`src/rtl/npc_predict_unit.sv`:
```
// npc_predict_unit: fetch-stage next-PC generator with a direct-mapped BTB of
// 2-bit saturating counters, EX-driven training and mispredict redirect/flush.
module npc_predict_unit #(
    parameter int               WIDTH       = 32,
    parameter int               BTB_ENTRIES = 16,
    parameter logic [WIDTH-1:0] RESET_PC    = '0
) (
    input  logic             clk,
    input  logic             rst,
    input  logic             stall_i,
    output logic [WIDTH-1:0] pc_o,
    output logic             pred_taken_o,
    output logic [WIDTH-1:0] pred_target_o,
    input  logic             ex_valid_i,
    input  logic             ex_is_jump_i,
    input  logic [WIDTH-1:0] ex_pc_i,
    input  logic             ex_taken_i,
    input  logic [WIDTH-1:0] ex_target_i,
    input  logic             ex_pred_taken_i,
    input  logic [WIDTH-1:0] ex_pred_target_i,
    output logic             flush_o,
    output logic [31:0]      perf_branches_o,
    output logic [31:0]      perf_mispred_o
);
    localparam int IDX = $clog2(BTB_ENTRIES);
    localparam int TW  = WIDTH - IDX - 2;

    logic [WIDTH-1:0] pc_q, pc_d, pc_inc, tgt_d;
    logic             valid_q [BTB_ENTRIES];
    logic [TW-1:0]    tag_q   [BTB_ENTRIES];
    logic [WIDTH-1:0] tgt_q   [BTB_ENTRIES];
    logic [1:0]       ctr_q   [BTB_ENTRIES];
    logic [31:0]      br_q, mis_q;
    logic [IDX-1:0]   f_idx, e_idx;
    logic [TW-1:0]    e_tag;
    logic [1:0]       ctr_d;
    logic             f_hit, e_hit, mispredict, we;

    always_comb begin
        f_idx         = pc_q[IDX+1:2];
        f_hit         = valid_q[f_idx] && tag_q[f_idx] == pc_q[WIDTH-1:IDX+2];
        pc_inc        = pc_q + WIDTH'(4);
        pred_taken_o  = f_hit && ctr_q[f_idx][1];
        pred_target_o = f_hit ? tgt_q[f_idx] : pc_inc;
        mispredict    = ex_valid_i && (ex_taken_i != ex_pred_taken_i ||
                        (ex_taken_i && ex_target_i != ex_pred_target_i));
        // a redirect from EX wins over stall so a mispredict is never lost
        pc_d          = mispredict ? (ex_taken_i ? ex_target_i : ex_pc_i + WIDTH'(4)) :
                        stall_i ? pc_q : pred_taken_o ? tgt_q[f_idx] : pc_inc;
    end

    always_comb begin
        e_idx = ex_pc_i[IDX+1:2];
        e_tag = ex_pc_i[WIDTH-1:IDX+2];
        e_hit = valid_q[e_idx] && tag_q[e_idx] == e_tag;
        we    = ex_valid_i && (e_hit || ex_taken_i);
        ctr_d = ex_is_jump_i ? 2'b11 :
                !e_hit ? 2'b10 :
                ex_taken_i ? (ctr_q[e_idx] == 2'b11 ? 2'b11 : ctr_q[e_idx] + 2'd1) :
                (ctr_q[e_idx] == 2'b00 ? 2'b00 : ctr_q[e_idx] - 2'd1);
        tgt_d = (ex_taken_i || ex_is_jump_i) ? ex_target_i : tgt_q[e_idx];
    end

    always_ff @(posedge clk) begin
        if (rst) begin
            pc_q  <= RESET_PC;
            br_q  <= '0;
            mis_q <= '0;
            for (int i = 0; i < BTB_ENTRIES; i++) begin
                valid_q[i] <= 1'b0;
                ctr_q[i]   <= 2'b01;
            end
        end else begin
            pc_q  <= pc_d;
            br_q  <= br_q + 32'(ex_valid_i);
            mis_q <= mis_q + 32'(mispredict);
            if (we) begin
                valid_q[e_idx] <= 1'b1;
                tag_q[e_idx]   <= e_tag;
                tgt_q[e_idx]   <= tgt_d;
                ctr_q[e_idx]   <= ctr_d;
            end
        end
    end

    assign pc_o            = pc_q;
    assign flush_o         = mispredict;
    assign perf_branches_o = br_q;
    assign perf_mispred_o  = mis_q;
endmodule

```
`config.mk`:
```
export PLATFORM = sky130hd
export DESIGN_NAME = npc_predict_unit
export DESIGN_NICKNAME = d
export VERILOG_FILES = /design/src/rtl/npc_predict_unit.sv
export SDC_FILE = /design/constraint.sdc
export NUM_CORES = 1
export LEC_CHECK = 0
export BUFFER_PORTS_ARGS = -buffer_cell sky130_fd_sc_hd__clkbuf_2
export CAP_MARGIN = 20
export CORE_MARGIN = 8
export CORE_UTILIZATION = 40
export CTS_CLUSTER_SIZE = 16
export DETAILED_ROUTE_END_ITERATION = 12
export PLACE_DENSITY_LB_ADDON = 0.08
export SYNTH_ARGS = -nofsm -noshare
export SYNTH_HDL_FRONTEND = slang
export SYNTH_SLANG_ARGS = --single-unit
```
`constraint.sdc`:
```
create_clock -name clk -period 7.6 [get_ports clk]
set_input_delay 0.38 -clock clk [delete_from_list [all_inputs] [get_ports clk]]
set_output_delay 0.38 -clock clk [all_outputs]
set_load 0.05 [all_outputs]
```
# Word-level counts from Yosys, hierarchy flattened
# Memory sizes are Yosys's and may differ from the RTL's. A register that Yosys moved wholly into a read port is not among the register bits.
# Cells that the tools add are included.
[word_totals]
ff_bits = 96
latch_bits = 0
ramBits = 976
rom_bits = 0
inputBits = 103
output_inout_bits = 130
wordCells = 63
mem_count = 4
[mem_list]
columns = ["name", "words", "width", "read_ports", "rd_ports_with_merged_regs", "write_ports", "line", "text"]
rows = [
  ["tgt_q", 16, 32, 1, 1, 1, "31", "logic [WIDTH-1:0] tgt_q [BTB_ENTRIES];"],
  ["tag_q", 16, 26, 2, 1, 1, "30", "logic [TW-1:0] tag_q [BTB_ENTRIES];"],
  ["ctr_q", 16, 2, 2, 1, 16, "32", "logic [1:0] ctr_q [BTB_ENTRIES];"],
  ["valid_q", 16, 1, 2, 1, 16, "29", "logic valid_q [BTB_ENTRIES];"],
]
[classes]
addsub = 6
mul = 0
div = 0
order_cmp = 0
n_eq_ne = 7
n_shift = 0
muxes = 30
n_bitwise = 0
reduce_logical = 13
[op_table]
columns = ["operator", "count"]
rows = [
  ["2-to-1 mux 32 bit", 6],
  ["adder 32 x 1 -> 32 bit", 2],
  ["adder 32 x 3 -> 32 bit (second input constant)", 2],
  ["== test 26 bit", 2],
  ["2-to-1 mux 4 bit", 10],
  ["inequality test 32 bit", 1],
  ["2-to-1 mux 2 bit", 6],
  ["2-to-1 mux 1 bit", 8],
  ["logical AND 1 bit", 6],
  ["logical OR 1 bit", 3],
  ["adder 2 x 1 -> 2 bit (second input constant)", 1],
  ["== test 2 bit (second input constant)", 1],
  ["logical NOT 2 bit", 1],
  ["inequality test 2 x 1 -> 1 bit (second input constant)", 1],
  ["AND reduction 2 bit", 1],
  ["OR reduction 2 bit", 1],
  ["subtractor 2 x 1 -> 2 bit (second input constant)", 1],
  ["inequality test 1 bit", 1],
  ["inequality test 1 bit (second input constant)", 1],
  ["OR reduction 1 bit", 1],
]

# Longest topological paths before layout
# An unclocked memory read counts as a cell.
[logic_depth]
word_depth = 10
mapped_depth = 16
depth_no_buf = 14

# Worst setup path after synthesis
# OpenSTA, ideal clock, no wires.
[synth_path]
kind = "input port to flip-flop"
from = "input port ex_pc_i[2]"
to = "memory tgt_q[15][0], enable pin"
setup_ns = 0.461
t_arrival_ns = 4.986
t_required_ns = 7.139
slack_ns = 2.153
stages = 10
path_buffers = 3
path_cell_list = "clkbuf_1 > buf_2 > buf_2 > mux4_2 > mux4_2 > xnor2_1 > nand4_1 > nor2_1 > a32oi_2 > nor3_1"
[synth_between]
elab_chain_len = 9
word_cells_on_any_way = 10
cone_classes = "eq/ne (1); mux (3); reduce/logical (4); memory (2)"
[synth_rtl]
columns = ["element", "line", "text"]
rows = [
  ["start, declared", "16", "input logic [WIDTH-1:0] ex_pc_i,"],
  ["memory read (16 x 26 bit)", "--", ""],
  ["== test 26 bit", "55", "e_hit = valid_q[e_idx] && tag_q[e_idx] == e_tag;"],
  ["logical AND 1 bit", "55", ""],
  ["logical OR 1 bit", "56", "we = ex_valid_i && (e_hit || ex_taken_i);"],
  ["logical AND 1 bit", "56", ""],
  ["2-to-1 mux 1 bit", "77", "if (we) begin"],
  ["2-to-1 mux 1 bit", "65", "if (rst) begin"],
  ["2-to-1 mux 1 bit (implied by the code)", "80", "tgt_q[e_idx] <= tgt_d;"],
  ["AND reduction 2 bit (no source line)", "--", ""],
  ["end, declared", "31", ""],
]
# Several ways; a longest one is shown, not always the timed one.

==> impl_results.md <==
* CP endpoint kind: primary output
* Slew headroom at 0.233
* Post-layout nets at 3160
* Cell area after layout at 55700 sq um
* Final hold violation count at 0
* Fin crit period at 6.56 ns
* Post-Place Worst Slack at 1.31 ns
* Crit-path cells: buf_4, mux4_2, mux2i_1, mux2i_1, xnor2_1, and4b_1, nand4_1, nor3_4, buf_4, mux2i_1, clkbuf_2
* Yosys warns at 0
* Synth Cell Area at 48200 sq um
* Worst Setup Start Kind: flip-flop
* Clk_lat worst skew at 0.72 ns
* Initial antenna violation count at 7
* Clk sinks at 1076
* # IOs at 233
* Clock power share at 0.428
* Distinct cells, synth at 64
* RSZ-0062 raised after global routing: no
* Initial Utilization at 0.403
* Net Sw Frac at 0.241
* Routed len/inst at 32.5 um
* CP Data Required Time at 7.22 ns
* Vias at 28.3k
* Sequential element share of the synthesized area at 0.646
* Async set or reset register ratio after synthesis at 0
* Max Cap Viol at 0
* Multi-input gate area at 16300 sq um
* Register area at 31200 sq um
* Iteration-0 DRC Markers at 2981
* Post-Syn Nets at 2882
* Sequential share of power at 0.470
* TritonCTS clock tree: done
* Max incr delay on CP at 0.99 ns
* Synth-to-layout area growth at 15.4%
* CTS Buf Count at 116
* Number of flops mapped to enable cells by yosys at 960
* Crit Path Max Fanout at 56
* P_int at 10.7 mW
* Arrival time at the worst endpoint at 6.18 ns
* Post-CTS Setup Inserts at 0
* Non-Filler Instances at 4760
* Slowest-stage cell, CP: dfxtp_4
* Core area at 120000 sq um
* Kind of cell adding the most delay to the critical path: multiplexers
* First-pass GRT wire length at 220000 um
* Final worst setup slack at 1.04 ns
* Vias in the first global route at 29.2k
* Final HPWL DP at 102000 um
* Setup CP Type: flip-flop to primary output
* Worst Tran Pin Value at 1.14 ns
* Layout filler cell count at 10.3k
* FMAX at 152 MHz
* Synth Flop Type: edfxtp_1
* Comb pwr share at 0.102
* Clk root buf: clkbuf_16
* Pre-antenna DRT Iters at 7
* Leakage power at 18.3 nW
* Buffers & Inverters on Critical Path at 3
* Status: finished clean
* CTS resizes at 0
* Total gr overflow at 0
* Power Total at 14.0 mW
* Largest net degree at the start of global routing at 137
* Drt total wl at 155000 um
* Hold Crit Class: input port to flip-flop
* Placed cell count at 4541
* CTS clk-pin slew, worst paths at 0.06 ns
* GP Congestion at 0.871
* Die Area at 132000 sq um
* Placed Area at 51600 sq um
* Drt drc at 0
* Post-CTS Hold Buffers at 0
* Layout cells sized above 1 at 0.316
* Final setup violation count at 0
* # rows at 127
* Crit-path most repeated cell: mux2i_1
* Hold path startpoint: ex_pc_i[1]
* Vias per cell at 5.94
* Pins Over Slew Limit at 0
* Final Skew at 0.0272 ns
* Die width at 363 um
* #FFs+latches synth at 1076
* Chip height at 363 um
* Total negative slack at 0 ns
* Port bufs at 232
* Mapped Cells at 2770
* Final period utilization at 0.863
* Maximum clock path buffer count at 3
* H-tree levels at 3
* Final ANT Viol Nets at 0
* Switch Pwr at 3.38 mW
* Worst vdd ir at 0.172 mV
* Syn avg cell area at 17.4 sq um
* Cell Pwr Density at 252 nW/um^2
* Tot GR Track Use at 0.230
## synthesized netlist by cell type, types with 18 or more instances
master	number	share of area
nor4_1	20	0.0026
edfxtp_1	960	0.60
buf_2	57	0.0059
mux2i_1	111	0.023
mux2_2	59	0.014
nand4_1	35	0.0045
clkbuf_1	79	0.0061
and3_1	36	0.0047
nand2_1	157	0.012
xor2_1	117	0.021
nor3_1	25	0.0026
mux4_2	386	0.18
buf_1	19	0.0015
nor2_1	119	0.0093
nor2b_1	18	0.0023
a22oi_1	27	0.0042
dfxtp_1	116	0.048
xnor2_1	76	0.014
nand3_1	59	0.0061
o21ai_0	73	0.0076
inv_1	32	0.0025
a21oi_1	24	0.0025
## layer usage
metal  global-route usage  part of all wire  up-vias
met5                    0          0.000090        -
met4               0.0523             0.021        4
met3               0.0479             0.074      221
met2                0.378              0.48     1223
met1                0.317              0.42    15100
li1                     -                 -    11700
## cell families (layout without fill, tap and decap cells)
kind of cell / after synthesis / after routing / share of synthesized area
adder cells (fa/ha/maj): 11 / 11 / 0.00275
AO/OA/AOI/OAI: 187 / 187 / 0.0248
multiplexers: 556 / 556 / 0.217
buffers and inverters: 209 / 586 / 0.0191
flip-flops: 1076 / 1076 / 0.646
XOR/XNOR: 193 / 193 / 0.0350
other: 0 / 1 / 0
AND/OR/NAND/NOR: 538 / 538 / 0.0553
## registers in the layout, indices dropped and copies added (netlist names), named ones only
| signal | flops |
|---|---|
| pc_o | 32 |
| perf_branches_o | 32 |
| perf_mispred_o | 32 |
| tgt_q | 512 |
| valid_q | 16 |
| tag_q | 416 |
| ctr_q | 32 |
## worst paths after layout
kind              slack [ns]           endpoint  depth (start not counted)
setup / recovery        1.04  pred_target_o[10]                         11
hold / removal          0.12            pc_o[1]                          4
setup reg to reg        2.14          flip-flop                         10
hold reg to reg         0.48         valid_q[3]                          1
## tightest hold or removal path, delay by kind of cell
family,cells,cell delay [ns]
muxes,1,0.06
and+or+nand+nor,1,0.16
buffers and inverters,1,0.08
AOI/OAI and AO/OA,1,0.13
## layout make-up
cell class                      count  share of cell area
Antenna cell                        1           0.0000450
Clock buffer                      143              0.0560
Clock inverter                     74              0.0165
Inverter                           39             0.00263
Multi-Input combinational cell   1485               0.293
Sequential cell                  1076               0.560
Tap cell                         1612              0.0362
Timing Repair Buffer              330              0.0361
## power by group through the flow
| stage | clock [mW] | combinational [mW] | sequential (mW) |
|---|---|---|---|
| 4_1_cts | 6.12 | 1.44 | 6.60 |
| 2_1_floorplan | 0 | 0.877 | 6.70 |
| 3_5_place_dp | 0 | 1.44 | 6.73 |
| 5_1_grt | 6.33 | 1.50 | 6.61 |
| 3_3_place_gp | 0 | 1.43 | 6.72 |
| 6_report | 6.01 | 1.43 | 6.60 |
## cells in the final DEF (no fill, tap or decap), types with 9 or more instances in the layout
| master | Yosys | final |
|---|---|---|
| ha_1 | 9 | 9 |
| nor2b_1 | 18 | 18 |
| nor2_4 | 0 | 13 |
| a21oi_1 | 24 | 24 |
| nor2_1 | 119 | 104 |
| xnor2_1 | 76 | 76 |
| and3_1 | 36 | 33 |
| clkbuf_2 | 0 | 228 |
| a22oi_1 | 27 | 27 |
| clkinv_1 | 1 | 21 |
| mux2_2 | 59 | 59 |
| o21ai_0 | 73 | 73 |
| nand4_1 | 35 | 35 |
| edfxtp_1 | 960 | 960 |
| dfxtp_1 | 116 | 112 |
| clkinv_2 | 0 | 22 |
| and4_1 | 13 | 13 |
| bufinv_16 | 0 | 21 |
| and2_1 | 13 | 13 |
| inv_1 | 32 | 32 |
| mux2i_1 | 111 | 111 |
| nor3_1 | 25 | 21 |
| xor2_1 | 117 | 117 |
| nor4_1 | 20 | 19 |
| or3_1 | 11 | 11 |
| buf_4 | 12 | 92 |
| mux4_2 | 386 | 386 |
| nand3_1 | 59 | 59 |
| nand2_1 | 157 | 157 |
| clkbuf_1 | 79 | 19 |
| clkbuf_16 | 0 | 119 |
| a221oi_1 | 9 | 9 |
## through the flow
step / hold slack (ns) / utilization
floorplan: 0.438 / -
global route: 0.107 / 0.465
global placement: 0.450 / 0.430
CTS: 0.0692 / 0.465
finish: 0.123 / 0.465
detailed placement: 0.459 / 0.431
No activity file was read; power rests on OpenSTA's default activity.
